**src/rtl/mem_port_arbiter.sv**
```systemverilog
// Arbiter sharing one single-port memory bus between the fetch (I) and memory-stage (D) ports.
// The winning request is registered onto the bus; completion is a one-cycle Ready pulse per port.
module mem_port_arbiter #(
    parameter int ADDR_W     = 32,
    parameter int DATA_W     = 32,
    parameter int STARVE_MAX = 4,
    parameter int TIMEOUT    = 255
) (
    input  logic              CLK,
    input  logic              RESETn,
    input  logic              IReq,
    input  logic [ADDR_W-1:0] IAddr,
    output logic [DATA_W-1:0] IRData,
    output logic              IReady,
    output logic              IStall,
    input  logic              DReq,
    input  logic              DWrite,
    input  logic [ADDR_W-1:0] DAddr,
    input  logic [DATA_W-1:0] DWData,
    output logic [DATA_W-1:0] DRData,
    output logic              DReady,
    output logic              DStall,
    output logic              BusReq,
    output logic              BusWrite,
    output logic [ADDR_W-1:0] BusAddr,
    output logic [DATA_W-1:0] BusWData,
    input  logic [DATA_W-1:0] BusRData,
    input  logic              BusAck,
    output logic              BusErr
);
    // state  | meaning
    // IDLE   | arbitrate between IReq and DReq
    // I_BUS  | fetch access on the bus, waiting for BusAck or timeout
    // D_BUS  | data access on the bus, waiting for BusAck or timeout
    // RESP   | one-cycle Ready pulse to the granted port
    typedef enum logic [1:0] {IDLE, I_BUS, D_BUS, RESP} state_t;

    localparam int SW = (STARVE_MAX > 1) ? $clog2(STARVE_MAX + 1) : 1;
    localparam int WW = (TIMEOUT > 1) ? $clog2(TIMEOUT) : 1;
    localparam logic [SW-1:0] STARVE_LAST = SW'(STARVE_MAX);
    localparam logic [WW-1:0] WAIT_LAST   = WW'(TIMEOUT - 1);

    state_t            state_q, state_d;
    logic [SW-1:0]     starve_q, starve_d;
    logic [WW-1:0]     wait_q, wait_d;
    logic              breq_q, breq_d;
    logic              bwr_q, bwr_d;
    logic [ADDR_W-1:0] baddr_q, baddr_d;
    logic [DATA_W-1:0] bwdata_q, bwdata_d;
    logic [DATA_W-1:0] irdata_q, irdata_d;
    logic [DATA_W-1:0] drdata_q, drdata_d;
    logic              err_q, err_d;
    logic              gnt_d_q, gnt_d_d;

    always_ff @(posedge CLK or negedge RESETn) begin
        if (!RESETn) begin
            state_q  <= IDLE;
            starve_q <= '0;
            wait_q   <= '0;
            breq_q   <= 1'b0;
            bwr_q    <= 1'b0;
            baddr_q  <= '0;
            bwdata_q <= '0;
            irdata_q <= '0;
            drdata_q <= '0;
            err_q    <= 1'b0;
            gnt_d_q  <= 1'b0;
        end else begin
            state_q  <= state_d;
            starve_q <= starve_d;
            wait_q   <= wait_d;
            breq_q   <= breq_d;
            bwr_q    <= bwr_d;
            baddr_q  <= baddr_d;
            bwdata_q <= bwdata_d;
            irdata_q <= irdata_d;
            drdata_q <= drdata_d;
            err_q    <= err_d;
            gnt_d_q  <= gnt_d_d;
        end
    end

    always_comb begin
        state_d  = state_q;
        starve_d = starve_q;
        wait_d   = wait_q;
        breq_d   = breq_q;
        bwr_d    = bwr_q;
        baddr_d  = baddr_q;
        bwdata_d = bwdata_q;
        irdata_d = irdata_q;
        drdata_d = drdata_q;
        err_d    = err_q;
        gnt_d_d  = gnt_d_q;
        case (state_q)
            IDLE: begin
                // D normally wins; a saturated starve count hands the slot to a waiting I.
                if (DReq && !(IReq && starve_q == STARVE_LAST)) begin
                    state_d  = D_BUS;
                    gnt_d_d  = 1'b1;
                    breq_d   = 1'b1;
                    bwr_d    = DWrite;
                    baddr_d  = DAddr;
                    bwdata_d = DWData;
                    wait_d   = '0;
                    if (!IReq) begin
                        starve_d = '0;
                    end else if (starve_q != STARVE_LAST) begin
                        starve_d = starve_q + 1'b1;
                    end
                end else if (IReq) begin
                    state_d  = I_BUS;
                    gnt_d_d  = 1'b0;
                    breq_d   = 1'b1;
                    bwr_d    = 1'b0;
                    baddr_d  = IAddr;
                    bwdata_d = '0;
                    wait_d   = '0;
                    starve_d = '0;
                end
            end
            I_BUS, D_BUS: begin
                wait_d = wait_q + 1'b1;
                if (BusAck) begin
                    breq_d  = 1'b0;
                    state_d = RESP;
                    if (state_q == I_BUS) begin
                        irdata_d = BusRData;
                    end else if (!bwr_q) begin
                        drdata_d = BusRData;
                    end
                end else if (wait_q == WAIT_LAST) begin
                    breq_d  = 1'b0;
                    err_d   = 1'b1;
                    state_d = RESP;
                end
            end
            RESP: begin
                state_d = IDLE;
                err_d   = 1'b0;
            end
            default: state_d = IDLE;
        endcase
    end

    assign IReady   = (state_q == RESP) && !gnt_d_q;
    assign DReady   = (state_q == RESP) && gnt_d_q;
    assign IStall   = IReq & ~IReady;
    assign DStall   = DReq & ~DReady;
    assign IRData   = irdata_q;
    assign DRData   = drdata_q;
    assign BusReq   = breq_q;
    assign BusWrite = bwr_q;
    assign BusAddr  = baddr_q;
    assign BusWData = bwdata_q;
    assign BusErr   = err_q;
endmodule

```
**config.mk**
```make
export PLATFORM = sky130hd
export DESIGN_NAME = mem_port_arbiter
export DESIGN_NICKNAME = d
export VERILOG_FILES = /design/src/rtl/mem_port_arbiter.sv
export SDC_FILE = /design/constraint.sdc
export NUM_CORES = 1
export LEC_CHECK = 0
export ABC_AREA = 1
export CORE_ASPECT_RATIO = 2
export CORE_UTILIZATION = 42
export DETAILED_ROUTE_END_ITERATION = 12
export PLACE_DENSITY = 0.8
export SLEW_MARGIN = 40
export SYNTH_ARGS = -nofsm -noshare
export SYNTH_HDL_FRONTEND = slang
export SYNTH_SLANG_ARGS = --single-unit
```
**constraint.sdc**
```tcl
create_clock -name CLK -period 2.09 [get_ports CLK]
set_input_delay 0.209 -clock CLK [delete_from_list [all_inputs] [get_ports CLK]]
set_output_delay 0.209 -clock CLK [all_outputs]
set_load 0.03 [all_outputs]
```
==> results of run 1 <==
-- report_power, final --
group	leakage, nW	switching (mW)	internal [mW]
registers	1.79	0.701	4.06
clock network	0.268	1.19	1.77
logic	2.45	4.99	3.25
total	4.51	6.88	9.09
-- sequential cells by signal (all words and copies together) (netlist names) --
name	flops
state_q	2
BusAddr	32
wait_q	8
BusReq	1
BusErr	1
BusWData	32
starve_q	3
IRData	32
BusWrite	1
DRData	32
gnt_d_q	1
-- repair_timing --
item | in CTS | in global routing
gates resized for setup | 4 | 0
hold buffers | 1 | 0
endpoints found under the setup margin | 4 | 0
hold endpoints to repair | 51 | 0
-- metal layers --
layer	up-vias	wire length, um	GRT usage (%)
met5	-	0	0
met2	212	9550	42.8
met1	2550	6340	25.5
met4	0	873	13.4
met3	50	1030	6.76
li1	2713	-	-
-- cells in the final DEF (no fill, tap or decap) --
cell type and count:
clkdlybuf4s50_1 263, nand2_1 241, dfrtp_1 145, a21oi_1 65
inv_1 53, nor2_1 43, o21ai_0 38, o21ai_2 32
clkbuf_16 17, nand3_1 14, ha_1 8, buf_4 7
clkinvlp_4 6, buf_12 6, nand4_1 5, clkbuf_8 4
dlygate4sd2_1 4, nand2_2 3, inv_6 2, nor2_2 1
o21ai_4 1, or3_2 1, or2_2 1, inv_2 1
o21ai_1 1, a21boi_0 1, xnor2_1 1, clkinv_4 1
bufinv_16 1, clkbuf_1 1, dlygate4sd3_1 1, buf_6 1
-- logic make-up (layout without fill, tap and decap cells) --
family | Yosys count | in the layout | share of synthesized area (%)
flops | 145 | 145 | 58.9
xor+xnor | 1 | 1 | 0.142
fa+ha+maj | 8 | 8 | 1.63
buf+inv | 88 | 368 | 6.54
simple gates | 309 | 309 | 19.5
compound gates | 138 | 138 | 13.3
-- synth_stat cells --
master / instances
a21boi_0: 1
nand3_1: 14
inv_2: 1
nor2_1: 43
or3_1: 1
clkbuf_1: 13
buf_2: 13
a21oi_1: 65
xnor2_1: 1
ha_1: 8
o21ai_0: 38
buf_4: 1
nor2_2: 1
nand2_1: 242
inv_1: 53
nand2_2: 2
or2_2: 1
nand4_1: 5
buf_6: 7
dfrtp_1: 145
o21ai_1: 1
o21ai_2: 33
-- per-stage QoR --
stage                     setup WS (ps)  instance area [um^2]  power [mW]
final                               181                  9660        16.0
after global routing               74.6                  9660        16.9
after CTS                           165                  9660        16.1
after detailed placement            244                  9070        13.1
after global placement              259                  9070        12.9
after floorplan                     389                  6160        9.61
-- cell type report --
cell class                 instances  area (um^2)  share of cell area [%]
clock buffer                      22          484                    5.01
clock inverter                    10          101                    1.05
inverter                          54          203                    2.10
multi-input combinational        456         2140                    22.2
sequential                       145         3630                    37.6
tap                              192          240                    2.49
timing repair buffer             282         2860                    29.6
-- final timing paths --
kind / from / to / slack (ps)
worst max-delay path: state_q[0]$_DFFE_PN0P_ / DStall / 180
max in group asynchronous: RESETn / BusWData[31]$_DFFE_PN0P_ / 1110
min in group CLK: DWData[24] / BusWData[24]$_DFFE_PN0P_ / 330
worst min register to register: BusReq$_DFFE_PN0P_ / BusReq$_DFFE_PN0P_ / 480
worst max register to register: state_q[0]$_DFFE_PN0P_ / DRData[13]$_DFFE_PN0P_ / 230
worst min-delay path: RESETn / BusWData[21]$_DFFE_PN0P_ / 320
==> run_results.csv, run 1 <==
group,metric,value,unit
placement,io_buffers,268,
clocking,cts_root_buf,"clkbuf_16",
power_and_ir_drop,irDropWorstVdd,1.13,mV
critical_path,cp.required,1880,ps
synthesis,syn_nets,831,
clocking,clkTransAtPathRegs,60,ps
die,boundaryPins,269,
synthesis,synth.distinct_cells,22,
critical_path,end_kind,"output pin",
critical_path,crit_type,"reg -> out",
power_and_ir_drop,power.density,1650,nW/um^2
sta,tightest_slew,509,ps
grt,grt_pass1_wl,28200,um
drt,viasPerCell,4.76,
synthesis,syn_area,6160,um^2
critical_path,path_depth,5,
drt,drtAntennaViolNets,0,
die,die_x,87.6,um
sta,rsz0062_at_grt,"false",
grt,grt_antenna_before_repair,0,
grt,grt_overflow,0,
critical_path,crit_path_start_kind,"register",
run,max_cap_viol_count,0,
critical_path,path_buf_inv,2,
critical_path,critPathArrivalTime,1700,ps
drt,drtIter0Drc,209,
sta,hold_ws,322,ps
clocking,cts_sinks,145,
synthesis,synth_area_leaders,"dfrtp_1 59%, nand2_1 15%, a21oi_1 5.3%, o21ai_2 4.7%, inv_1 3.2%",
synthesis,synth-seq-cells,145,
final_layout,drive_gt1_share,8.77,%
critical_path,max_stage_delay,420,ps
final_layout,fin_cells,1161,
clocking,htreeDepth,4,
placement,finalWeightedCongestion,0.837,
die,start_util,42.9,%
final_layout,n_fill_cell,1148,
drt,drc,0,
final_layout,diodes,0,
die,num_rows,62,
die,coreArea,14400,um^2
synthesis,avgSynthCellArea,8.94,um^2
critical_path,crit_fanout,4,
drt,wl_per_cell,15.3,um
placement,dp.cells,1128,
grt,grt_usage,24.4,%
final_layout,post-route-util,67.3,%
power_and_ir_drop,p_leak,4.51,nW
sta,finalCriticalPeriod,1910,ps
clocking,post-cts-setup-buffers,0,
sta,clock_skew,10.4,ps
final_layout,nNetsFinal,1098,
clocking,clk_latency,420,ps
sta,setup_viol,0,
critical_path,crit_path_top_delay_cell,"dfrtp_1",
drt,first_pass_iters,4,
clocking,cts_tree,"yes",
placement,dp_hpwl,13000,um
die,die_h,173,um
synthesis,netlist_instances,689,
clocking,cts_buffer_depth,2,
grt,grt_max_degree,65,
die,die_area,15200,um^2
sta,tns,0,ps
sta,hold_viol_final,0,
clocking,numCtsBuffers,17,
drt,routed-via-count,5525,
grt,grt_pass1_vias,5747,
critical_path,cp_cell_sequence,"ha_1 -> nand2_1 -> inv_1 -> nor2_1 -> dlygate4sd2_1",
synthesis,seq_area_frac_synth,58.9,%
critical_path,r2r_cells,7,
min_path,hold_class,"in -> async",
critical_path,crit_family,"buffers and inverters",
sta,fmax,524,MHz
sta,period_share,91.3,%
synthesis,yosysTopAreaCell,"dfrtp_1",
drt,wl,17800,um
synthesis,yosysWarningCount,0,
synthesis,synth.top_cell.area_share,58.9,%
sta,maxSlewHeadroom,66.1,%
sta,slew_viol_final,0,
status,status,"complete, no violations",
final_layout,syn_to_final_growth,56.8,%
Note: power is estimated with default switching activity, not from simulation.
==> inputs of run 2 (changes only) <==
--- a/config.mk
+++ b/config.mk
@@ -8,6 +8,7 @@
 export ABC_AREA = 1
 export CORE_ASPECT_RATIO = 2
 export CORE_UTILIZATION = 42
+export CTS_CLUSTER_DIAMETER = 120
 export DETAILED_ROUTE_END_ITERATION = 12
 export PLACE_DENSITY = 0.8
 export SLEW_MARGIN = 40
==> results of run 2 <==
No change in the layout: final DEF, timing and power equal those of run 1.
